===== config.mk =====
export PLATFORM = sky130hd
export DESIGN_NAME = mult_div_unit
export DESIGN_NICKNAME = d
export VERILOG_FILES = /design/src/rtl/mdu_pkg.sv /design/src/rtl/mdu_datapath.sv /design/src/rtl/mult_div_unit.sv
export SDC_FILE = /design/constraint.sdc
export NUM_CORES = 1
export LEC_CHECK = 0
export BUFFER_PORTS_ARGS = -buffer_cell sky130_fd_sc_hd__buf_2
export CORE_MARGIN = 5
export CORE_UTILIZATION = 50
export CTS_BUF_LIST = sky130_fd_sc_hd__clkbuf_2 sky130_fd_sc_hd__clkbuf_4 sky130_fd_sc_hd__clkbuf_8
export DETAILED_ROUTE_END_ITERATION = 8
export PLACE_DENSITY_LB_ADDON = 0.05
export SYNTH_ARGS = -nofsm -noshare
export SYNTH_HDL_FRONTEND = slang
export SYNTH_SLANG_ARGS = --single-unit
export TNS_END_PERCENT = 20

===== constraint.sdc =====
create_clock -name Clk -period 7.68 [get_ports Clk]
set_input_delay 1.536 -clock Clk [delete_from_list [all_inputs] [get_ports Clk]]
set_output_delay 1.536 -clock Clk [all_outputs]
set_load 0.01 [all_outputs]

===== src/rtl/mdu_pkg.sv =====
// Shared opcodes, FSM encoding and op-class helpers for the multiply/divide unit.
package mdu_pkg;

  localparam logic [3:0] MDU_MULT  = 4'd0;
  localparam logic [3:0] MDU_MULTU = 4'd1;
  localparam logic [3:0] MDU_DIV   = 4'd2;
  localparam logic [3:0] MDU_DIVU  = 4'd3;
  localparam logic [3:0] MDU_MADD  = 4'd4;
  localparam logic [3:0] MDU_MADDU = 4'd5;
  localparam logic [3:0] MDU_MSUB  = 4'd6;
  localparam logic [3:0] MDU_MSUBU = 4'd7;
  localparam logic [3:0] MDU_MTHI  = 4'd8;
  localparam logic [3:0] MDU_MTLO  = 4'd9;

  typedef enum logic [1:0] {
    S_IDLE,
    S_CALC,
    S_FIX
  } mdu_state_e;

  // Ops 0-7 take the iterative path; the even ones are the signed variants.
  function automatic logic is_iter_op(input logic [3:0] op);
    return op <= MDU_MSUBU;
  endfunction

  function automatic logic is_signed_op(input logic [3:0] op);
    return (op <= MDU_MSUBU) && !op[0];
  endfunction

  function automatic logic is_div_op(input logic [3:0] op);
    return (op == MDU_DIV) || (op == MDU_DIVU);
  endfunction

endpackage


===== src/rtl/mdu_datapath.sv =====
// One radix-2 iteration: shift-add for multiply, restoring shift-subtract for divide.
module mdu_datapath #(
  parameter int unsigned WIDTH = 32
) (
  input  logic                 div_i,
  input  logic [2*WIDTH-1:0]   acc_i,
  input  logic [WIDTH-1:0]     opnd_i,
  output logic [2*WIDTH-1:0]   acc_o
);

  logic [WIDTH:0]   mul_sum;
  logic [WIDTH:0]   mul_hi;
  logic [WIDTH:0]   rem_sh;
  logic [WIDTH-1:0] rem_sub;
  logic             rem_ge;

  // Multiply: acc = {partial product, remaining multiplier bits}; add multiplicand when LSB set.
  // Divide: acc = {remainder, dividend/quotient bits}; quotient bits shift in at the bottom.
  always_comb begin
    mul_sum = {1'b0, acc_i[2*WIDTH-1:WIDTH]} + {1'b0, opnd_i};
    mul_hi  = acc_i[0] ? mul_sum : {1'b0, acc_i[2*WIDTH-1:WIDTH]};
    rem_sh  = {acc_i[2*WIDTH-1:WIDTH], acc_i[WIDTH-1]};
    rem_ge  = rem_sh >= {1'b0, opnd_i};
    // Remainder stays below the divisor, so the difference always fits in WIDTH bits.
    rem_sub = WIDTH'(rem_sh - {1'b0, opnd_i});
    if (div_i) begin
      acc_o = {(rem_ge ? rem_sub : rem_sh[WIDTH-1:0]), acc_i[WIDTH-2:0], rem_ge};
    end else begin
      acc_o = {mul_hi, acc_i[WIDTH-1:1]};
    end
  end

endmodule


===== src/rtl/mult_div_unit.sv =====
// Multi-cycle multiply/divide unit with architectural HI/LO registers.
module mult_div_unit
  import mdu_pkg::*;
#(
  parameter int unsigned WIDTH = 32,
  parameter int unsigned CNT_W = $clog2(WIDTH) + 1
) (
  input  logic             Clk,
  input  logic             Rst,
  input  logic             Start,
  input  logic [3:0]       Op,
  input  logic [WIDTH-1:0] A,
  input  logic [WIDTH-1:0] B,
  input  logic             Abort,
  output logic             Busy,
  output logic             Done,
  output logic             DivByZero,
  output logic [WIDTH-1:0] HI,
  output logic [WIDTH-1:0] LO
);

  mdu_state_e           state_q, state_d;
  logic [CNT_W-1:0]     cnt_q, cnt_d;
  logic [2*WIDTH-1:0]   acc_q, acc_d, acc_step;
  logic [WIDTH-1:0]     opnd_q, opnd_d;
  logic [3:0]           op_q, op_d;
  logic                 s_a_q, s_a_d, s_b_q, s_b_d;
  logic [WIDTH-1:0]     hi_q, hi_d, lo_q, lo_d;
  logic                 done_q, done_d, dbz_q, dbz_d;

  logic [WIDTH-1:0]     mag_a, mag_b, quo, rem;
  logic [2*WIDTH-1:0]   prod, fix_hilo;
  logic                 fix_dbz;

  mdu_datapath #(
    .WIDTH(WIDTH)
  ) u_datapath (
    .div_i (is_div_op(op_q)),
    .acc_i (acc_q),
    .opnd_i(opnd_q),
    .acc_o (acc_step)
  );

  // Operand magnitudes for signed ops; the iteration itself is always unsigned.
  always_comb begin
    mag_a = (is_signed_op(Op) && A[WIDTH-1]) ? -A : A;
    mag_b = (is_signed_op(Op) && B[WIDTH-1]) ? -B : B;
  end

  // Sign fix-up and HI/LO accumulate applied in the FIX cycle.
  always_comb begin
    prod    = (s_a_q ^ s_b_q) ? -acc_q : acc_q;
    quo     = (s_a_q ^ s_b_q) ? -acc_q[WIDTH-1:0] : acc_q[WIDTH-1:0];
    rem     = s_a_q ? -acc_q[2*WIDTH-1:WIDTH] : acc_q[2*WIDTH-1:WIDTH];
    // Divide by zero leaves |A| as remainder, so the sign fix restores the original A.
    fix_dbz = is_div_op(op_q) && (opnd_q == '0);
    unique case (op_q)
      MDU_DIV, MDU_DIVU:   fix_hilo = {rem, (fix_dbz ? {WIDTH{1'b1}} : quo)};
      MDU_MADD, MDU_MADDU: fix_hilo = {hi_q, lo_q} + prod;
      MDU_MSUB, MDU_MSUBU: fix_hilo = {hi_q, lo_q} - prod;
      default:             fix_hilo = prod;
    endcase
  end

  // Next-state logic for the FSM and all datapath registers.
  always_comb begin
    state_d = state_q;
    cnt_d   = cnt_q;
    acc_d   = acc_q;
    opnd_d  = opnd_q;
    op_d    = op_q;
    s_a_d   = s_a_q;
    s_b_d   = s_b_q;
    hi_d    = hi_q;
    lo_d    = lo_q;
    done_d  = 1'b0;
    dbz_d   = 1'b0;
    unique case (state_q)
      S_IDLE: begin
        if (Start && !Abort) begin
          if (is_iter_op(Op)) begin
            op_d    = Op;
            s_a_d   = is_signed_op(Op) && A[WIDTH-1];
            s_b_d   = is_signed_op(Op) && B[WIDTH-1];
            acc_d   = {{WIDTH{1'b0}}, (is_div_op(Op) ? mag_a : mag_b)};
            opnd_d  = is_div_op(Op) ? mag_b : mag_a;
            cnt_d   = CNT_W'(WIDTH);
            state_d = S_CALC;
          end else begin
            if (Op == MDU_MTHI) hi_d = A;
            if (Op == MDU_MTLO) lo_d = A;
            done_d = 1'b1;
          end
        end
      end
      S_CALC: begin
        if (Abort) begin
          state_d = S_IDLE;
        end else begin
          acc_d = acc_step;
          cnt_d = cnt_q - 1'b1;
          if (cnt_q == CNT_W'(1)) state_d = S_FIX;
        end
      end
      S_FIX: begin
        state_d = S_IDLE;
        if (!Abort) begin
          {hi_d, lo_d} = fix_hilo;
          done_d       = 1'b1;
          dbz_d        = fix_dbz;
        end
      end
      default: state_d = S_IDLE;
    endcase
  end

  // State registers with synchronous active-low reset.
  always_ff @(posedge Clk) begin
    if (!Rst) begin
      state_q <= S_IDLE;
      cnt_q   <= '0;
      acc_q   <= '0;
      opnd_q  <= '0;
      op_q    <= '0;
      s_a_q   <= 1'b0;
      s_b_q   <= 1'b0;
      hi_q    <= '0;
      lo_q    <= '0;
      done_q  <= 1'b0;
      dbz_q   <= 1'b0;
    end else begin
      state_q <= state_d;
      cnt_q   <= cnt_d;
      acc_q   <= acc_d;
      opnd_q  <= opnd_d;
      op_q    <= op_d;
      s_a_q   <= s_a_d;
      s_b_q   <= s_b_d;
      hi_q    <= hi_d;
      lo_q    <= lo_d;
      done_q  <= done_d;
      dbz_q   <= dbz_d;
    end
  end

  assign Busy      = (state_q != S_IDLE);
  assign Done      = done_q;
  assign DivByZero = dbz_q;
  assign HI        = hi_q;
  assign LO        = lo_q;

endmodule


==> impl_metrics.ini, run 1 <==
[sta]
worst_slew_pin_slew_ps = 1150
period_needed_ps = 6860
hold_ws_ps = 474
setup-violations-final = 0
finalClockSkew_ps = 27.1
period_share = 0.894
setup-tns-final_ps = 0
relSlewSlack = 0.232
rsz0062_at_grt = false
slew_violations = 0
fmax_ghz = 0.146
hold_viol = 0

[yosys]
ys_seq_area_frac = 0.159
syn_area_mm2 = 0.0221
synth-main-ff-cell = dfxtp_1
syn_area_per_cell_um2 = 6.86
synth_cell_types = 92
async_flop_share = 0
synth_cells = 3219
synthesis.nets = 3428
synth_seq_cells = 175
synth_warnings = 0
synth_edf_count = 0

[route]
vias_per_cell = 6.60
first_pass_iters = 7
drt-total-wl_um = 91100
vias = 24800
drt_iter0_drc = 2658
post_drt_wl_per_cell_um = 24.2
drc = 0
drtAntennaViolNets = 0

[global_route]
grt_pass1_vias = 22000
grt_max_degree = 73
grt_pass1_wl_um = 135000
gr-total-overflow = 0
track_usage = 0.361
antenna_found_initial = 0

[cts]
clkLatencyLatePin_ps = 610
cts_resized = 0
htree_levels = 4
cts_setup_buffers = 0
path_clk_slew_ps = 100
numCtsBuffers = 17
cts.root.buffer_cell = clkbuf_8
cts_buffer_depth = 2
cts_hold_buf = 0
tritoncts = yes
cts.sinks = 175

[worst_setup_path]
endpoint = HI[31]
critPathBufInv = 2
crit_type = flip-flop to flip-flop
cp_top_family = compound AO/OA/AOI/OAI gates
reg2reg_depth = 23
crit_fanout = 6
critPathSlowestCell = a2111oi_0
crit_cells = 23
cp_cell_sequence = inv_1, ha_1, nor4b_2, a21oi_1, o311ai_0, nand4b_1, a2111oi_0, and3_1, nand4b_1, or2_1, o21ai_1, xnor2_1, ha_1, inv_1, o21bai_1, a21oi_1, o21bai_1, a2111oi_0, o21ai_0, o21a_1, and3b_1, mux2i_1, nand2_1
arrival_ps = 7350
slowest_delay_ps = 730
worstPathRequired_ps = 8160
r2r_slack_ps = 820
critical_path.startpoint = acc_q[1]
cp-end-kind = flip-flop
start_kind = flip-flop
r2r-start = acc_q[1]
r2r_end = HI[31]

[layout]
multi_input_area_mm2 = 0.0173
layout.nets = 3372
register_area_mm2 = 0.00350
final_layout_size_suffix_gt1_frac = 0.0920
fillCellCount = 4511
area_growth_pct = 5.56
antenna_cells = 0
final_cells = 3766
design_area_mm2 = 0.0233

[floorplan]
fp.dieW_um = 220
die_area_mm2 = 0.0485
start_util = 0.503
core_area_mm2 = 0.0439
rows = 77
fp.dieH_um = 220
io_pins = 139

[power_and_ir_drop]
power.density_mw_per_mm2 = 126
ir_drop_v = 0.000116
leakagePower_nw = 9.44
power_mw = 2.94

[flow_run]
max_cap_violations = 0

[placement]
io_buffers = 138
placed_area_mm2 = 0.0229
dp.cells = 3736
post-dp-hpwl_um = 69500
gp_congestion = 1.01

[min_path]
hold_class = flip-flop to flip-flop

[status]
outcome = completed
## metal layers
| metal | track usage | vias up | routed length [µm] |
|---|---|---|---|
| met4 | 0.144 | 0 | 4000 |
| li1 | - | 11600 | - |
| met2 | 0.514 | 1351 | 37100 |
| met3 | 0.0754 | 168 | 9600 |
| met5 | 0 | - | 0 |
| met1 | 0.529 | 11700 | 40400 |
## metrics by stage
stage | worst slack, ps | utilization
after floorplan | 1210 | -
after global placement | 1020 | 0.522
after detailed placement | 864 | 0.522
after CTS | 837 | 0.531
after global routing | 140 | 0.531
final | 816 | 0.531
## layout make-up
type | count | share of cell area
flip-flops and latches | 175 | 0.150
well taps | 592 | 0.0318
repair buffers | 178 | 0.0425
inverters | 109 | 0.0177
multi-input cells | 2682 | 0.741
clock inverters | 13 | 0.00703
clock buffers | 17 | 0.0100
## power by group
part,total (mW),internal [mW],switching (mW)
sequential,0.994,0.933,0.0610
combinational,1.19,0.415,0.777
clock,0.752,0.298,0.454
## tightest hold or removal path, stage by stage (launching register included)
cell and delay (ps):
dfxtp_1 330, nand2_1 50, a21oi_1 50
## cell usage after synthesis, types with 48 or more instances
master	count	area [µm²]
nor2_1	295	1110
xnor2_1	166	1450
clkbuf_1	217	815
nand4_1	48	300
xor2_1	142	1240
nand2_1	364	1370
a21oi_1	377	1890
a21o_1	65	488
a211oi_1	57	428
o21ai_0	190	951
inv_1	109	409
ha_1	134	1680
dfxtp_1	175	3500
nor4_1	50	313
nor3_1	113	566
nand3_1	55	275
## worst min-delay path by stage
stage,cells past startpoint,end,start,slack (ps)
2_1_floorplan,2,opnd_q[12],opnd_q[12],460
3_3_place_gp,2,LO[0],LO[0],460
3_5_place_dp,2,LO[0],LO[0],460
4_1_cts,2,LO[0],LO[0],470
5_1_grt,2,LO[0],LO[0],500
6_report,2,LO[0],LO[0],470
## sequential cells by signal (all words and copies together), names as in the netlist
register / cells
LO: 32
Done: 1
s_a_q: 1
s_b_q: 1
state_q: 2
op_q: 3
DivByZero: 1
HI: 32
acc_q: 64
cnt_q: 6
opnd_q: 32
## cell families (layout without fill, tap and decap cells)
| family | after synthesis | count (layout) | share of synthesized area |
|---|---|---|---|
| adders and majority gates | 137 | 137 | 0.0786 |
| DFF | 175 | 175 | 0.159 |
| muxes | 41 | 41 | 0.0194 |
| and+or+nand+nor | 1125 | 1125 | 0.245 |
| buffers and inverters | 362 | 317 | 0.0633 |
| xor gates and xnor gates | 311 | 311 | 0.124 |
| AOI/OAI and AO/OA | 1068 | 1068 | 0.311 |
## placed cells by master (no fill, tap or decap), types with 31 or more instances in the layout
cell type  count
a211oi_1      57
a21o_1        65
a21oi_1      376
a31oi_1       39
buf_2        138
buf_4         40
dfxtp_1      174
ha_1         134
inv_1        108
nand2_1      362
nand2b_1      31
nand3_1       54
nand4_1       48
nor2_1       293
nor3_1       113
nor4_1        50
o211ai_1      47
o21ai_0      190
o221ai_1      35
o31ai_1       34
xnor2_1      165
xor2_1       141
Power figures use the tool's default switching activity.
==> inputs of run 2 (changes only) <==
--- a/config.mk
+++ b/config.mk
@@ -6,7 +6,7 @@
 export NUM_CORES = 1
 export LEC_CHECK = 0
 export BUFFER_PORTS_ARGS = -buffer_cell sky130_fd_sc_hd__buf_2
-export CORE_MARGIN = 5
+export CORE_MARGIN = 1
 export CORE_UTILIZATION = 50
 export CTS_BUF_LIST = sky130_fd_sc_hd__clkbuf_2 sky130_fd_sc_hd__clkbuf_4 sky130_fd_sc_hd__clkbuf_8
 export DETAILED_ROUTE_END_ITERATION = 8
==> impl_metrics.ini, run 2 (synthesis gave the netlist of run 1 again) <==
[worst_setup_path]
cp_cell_sequence = inv_1, ha_1, nor4b_2, a21oi_1, o311ai_0, nand4b_1, a2111oi_0, and3_1, nand2b_1, or2_2, nand2_1, xnor2_1, ha_1, nand4_1, nor4_1, nand3_1, o21ai_0, a31oi_1, a21oi_1, o21a_1, nor2_1, o31a_1, or4b_2, a41oi_1
crit_fanout = 6
cp-end-kind = flip-flop
critPathSlowestCell = a2111oi_0
arrival_ps = 7560
critPathBufInv = 1
slowest_delay_ps = 650
worstPathRequired_ps = 8200
cp_top_family = simple AND/OR/NAND/NOR gates
crit_type = flip-flop to flip-flop
start_kind = flip-flop

[layout]
mostFrequentLayoutCells = 376 x a21oi_1, 362 x nand2_1, 293 x nor2_1
final_layout_size_suffix_gt1_frac = 0.0931
multi_input_area_mm2 = 0.0173
largest-register = acc_q
final_cells = 3763
layout.nets = 3375
largest_reg_flops = 64
final_common_cell = a21oi_1
antenna_cells = 0
fillCellCount = 4480
area_growth_pct = 5.60
register_area_mm2 = 0.00350
final_core_util = 0.538
design_area_mm2 = 0.0233

[sta]
slew_violations = 0
hold_viol = 0
setup-tns-final_ps = 0
fmax_ghz = 0.142
setup-violations-final = 0
finalClockSkew_ps = 18.3
layout_setup_ws_ps = 636
relSlewSlack = 0.223
period_needed_ps = 7040
period_share = 0.917
hold_ws_ps = 477
worst_slew_pin_slew_ps = 1150
rsz0062_at_grt = false

[power_and_ir_drop]
leakagePower_nw = 9.46
ir_drop_v = 0.000123
power_mw = 2.92
power.density_mw_per_mm2 = 125

[placement]
post-dp-hpwl_um = 68800
dp.cells = 3732
gp_congestion = 0.980
placed_area_mm2 = 0.0229
post-place-ws_ps = 759
io_buffers = 138

[floorplan]
fp.dieH_um = 212
io_pins = 139
die_area_mm2 = 0.0450
start_util = 0.509
fp.dieW_um = 212
rows = 76
core_area_mm2 = 0.0434

[cts]
tritoncts = yes
clkLatencyLatePin_ps = 610
path_clk_slew_ps = 110
cts.root.buffer_cell = clkbuf_8
cts_hold_buf = 0
cts_buffer_depth = 2
numCtsBuffers = 17
htree_levels = 4
cts_resized = 0
cts.sinks = 175
cts_setup_buffers = 0

[route]
vias = 24800
drc = 0
first_pass_iters = 6
drt-total-wl_um = 90200
post_drt_wl_per_cell_um = 24.0
drtAntennaViolNets = 0
vias_per_cell = 6.60
drt_iter0_drc = 2927

[global_route]
track_usage = 0.397
grt_pass1_wl_um = 135000
gr-total-overflow = 0
grt_pass1_vias = 22100
antenna_found_initial = 1
grt_max_degree = 78

[status]
outcome = completed

[min_path]
hold_class = flip-flop to flip-flop

[flow_run]
max_cap_violations = 0
## run 2: cell count changes in the layout (fill, tap and decap cells not counted), sizes merged
cell      change
clkbuf        +1
clkinvlp      -1
inv           -3
buf           +3
clkinv        +4
## run 2: layer usage
metal,GRT usage,vias up,routed length (µm)
met1,0.558,11700,39800
met4,0.167,2,3760
met3,0.101,178,9950
met2,0.566,1373,36700
li1,-,11600,-
met5,0,-,13
## run 2: cell type report
class | instances | area share
multi-input combinational | 2682 | 0.740
sequential | 175 | 0.150
timing repair buffer | 181 | 0.0434
tap | 585 | 0.0314
inverter | 109 | 0.0176
clock buffer | 18 | 0.0104
clock inverter | 13 | 0.00654
## run 2: worst paths after layout
check | from | endpoint | slack (ps) | cells past startpoint
setup / recovery | acc_q[1] | HI[28] | 640 | 24
hold / removal | LO[0] | LO[0] | 480 | 2
setup reg to reg | acc_q[1] | HI[28] | 640 | 24
hold reg to reg | LO[0] | LO[0] | 480 | 2
## run 2: worst min-delay path: stages (launching register included)
cell and delay, ps:
dfxtp_1 330, nand2_1 50, a21oi_1 50
## run 2: power breakdown
| part | internal [mW] | switching [mW] |
|---|---|---|
| combinational | 0.416 | 0.789 |
| clock | 0.298 | 0.431 |
| sequential | 0.933 | 0.0572 |
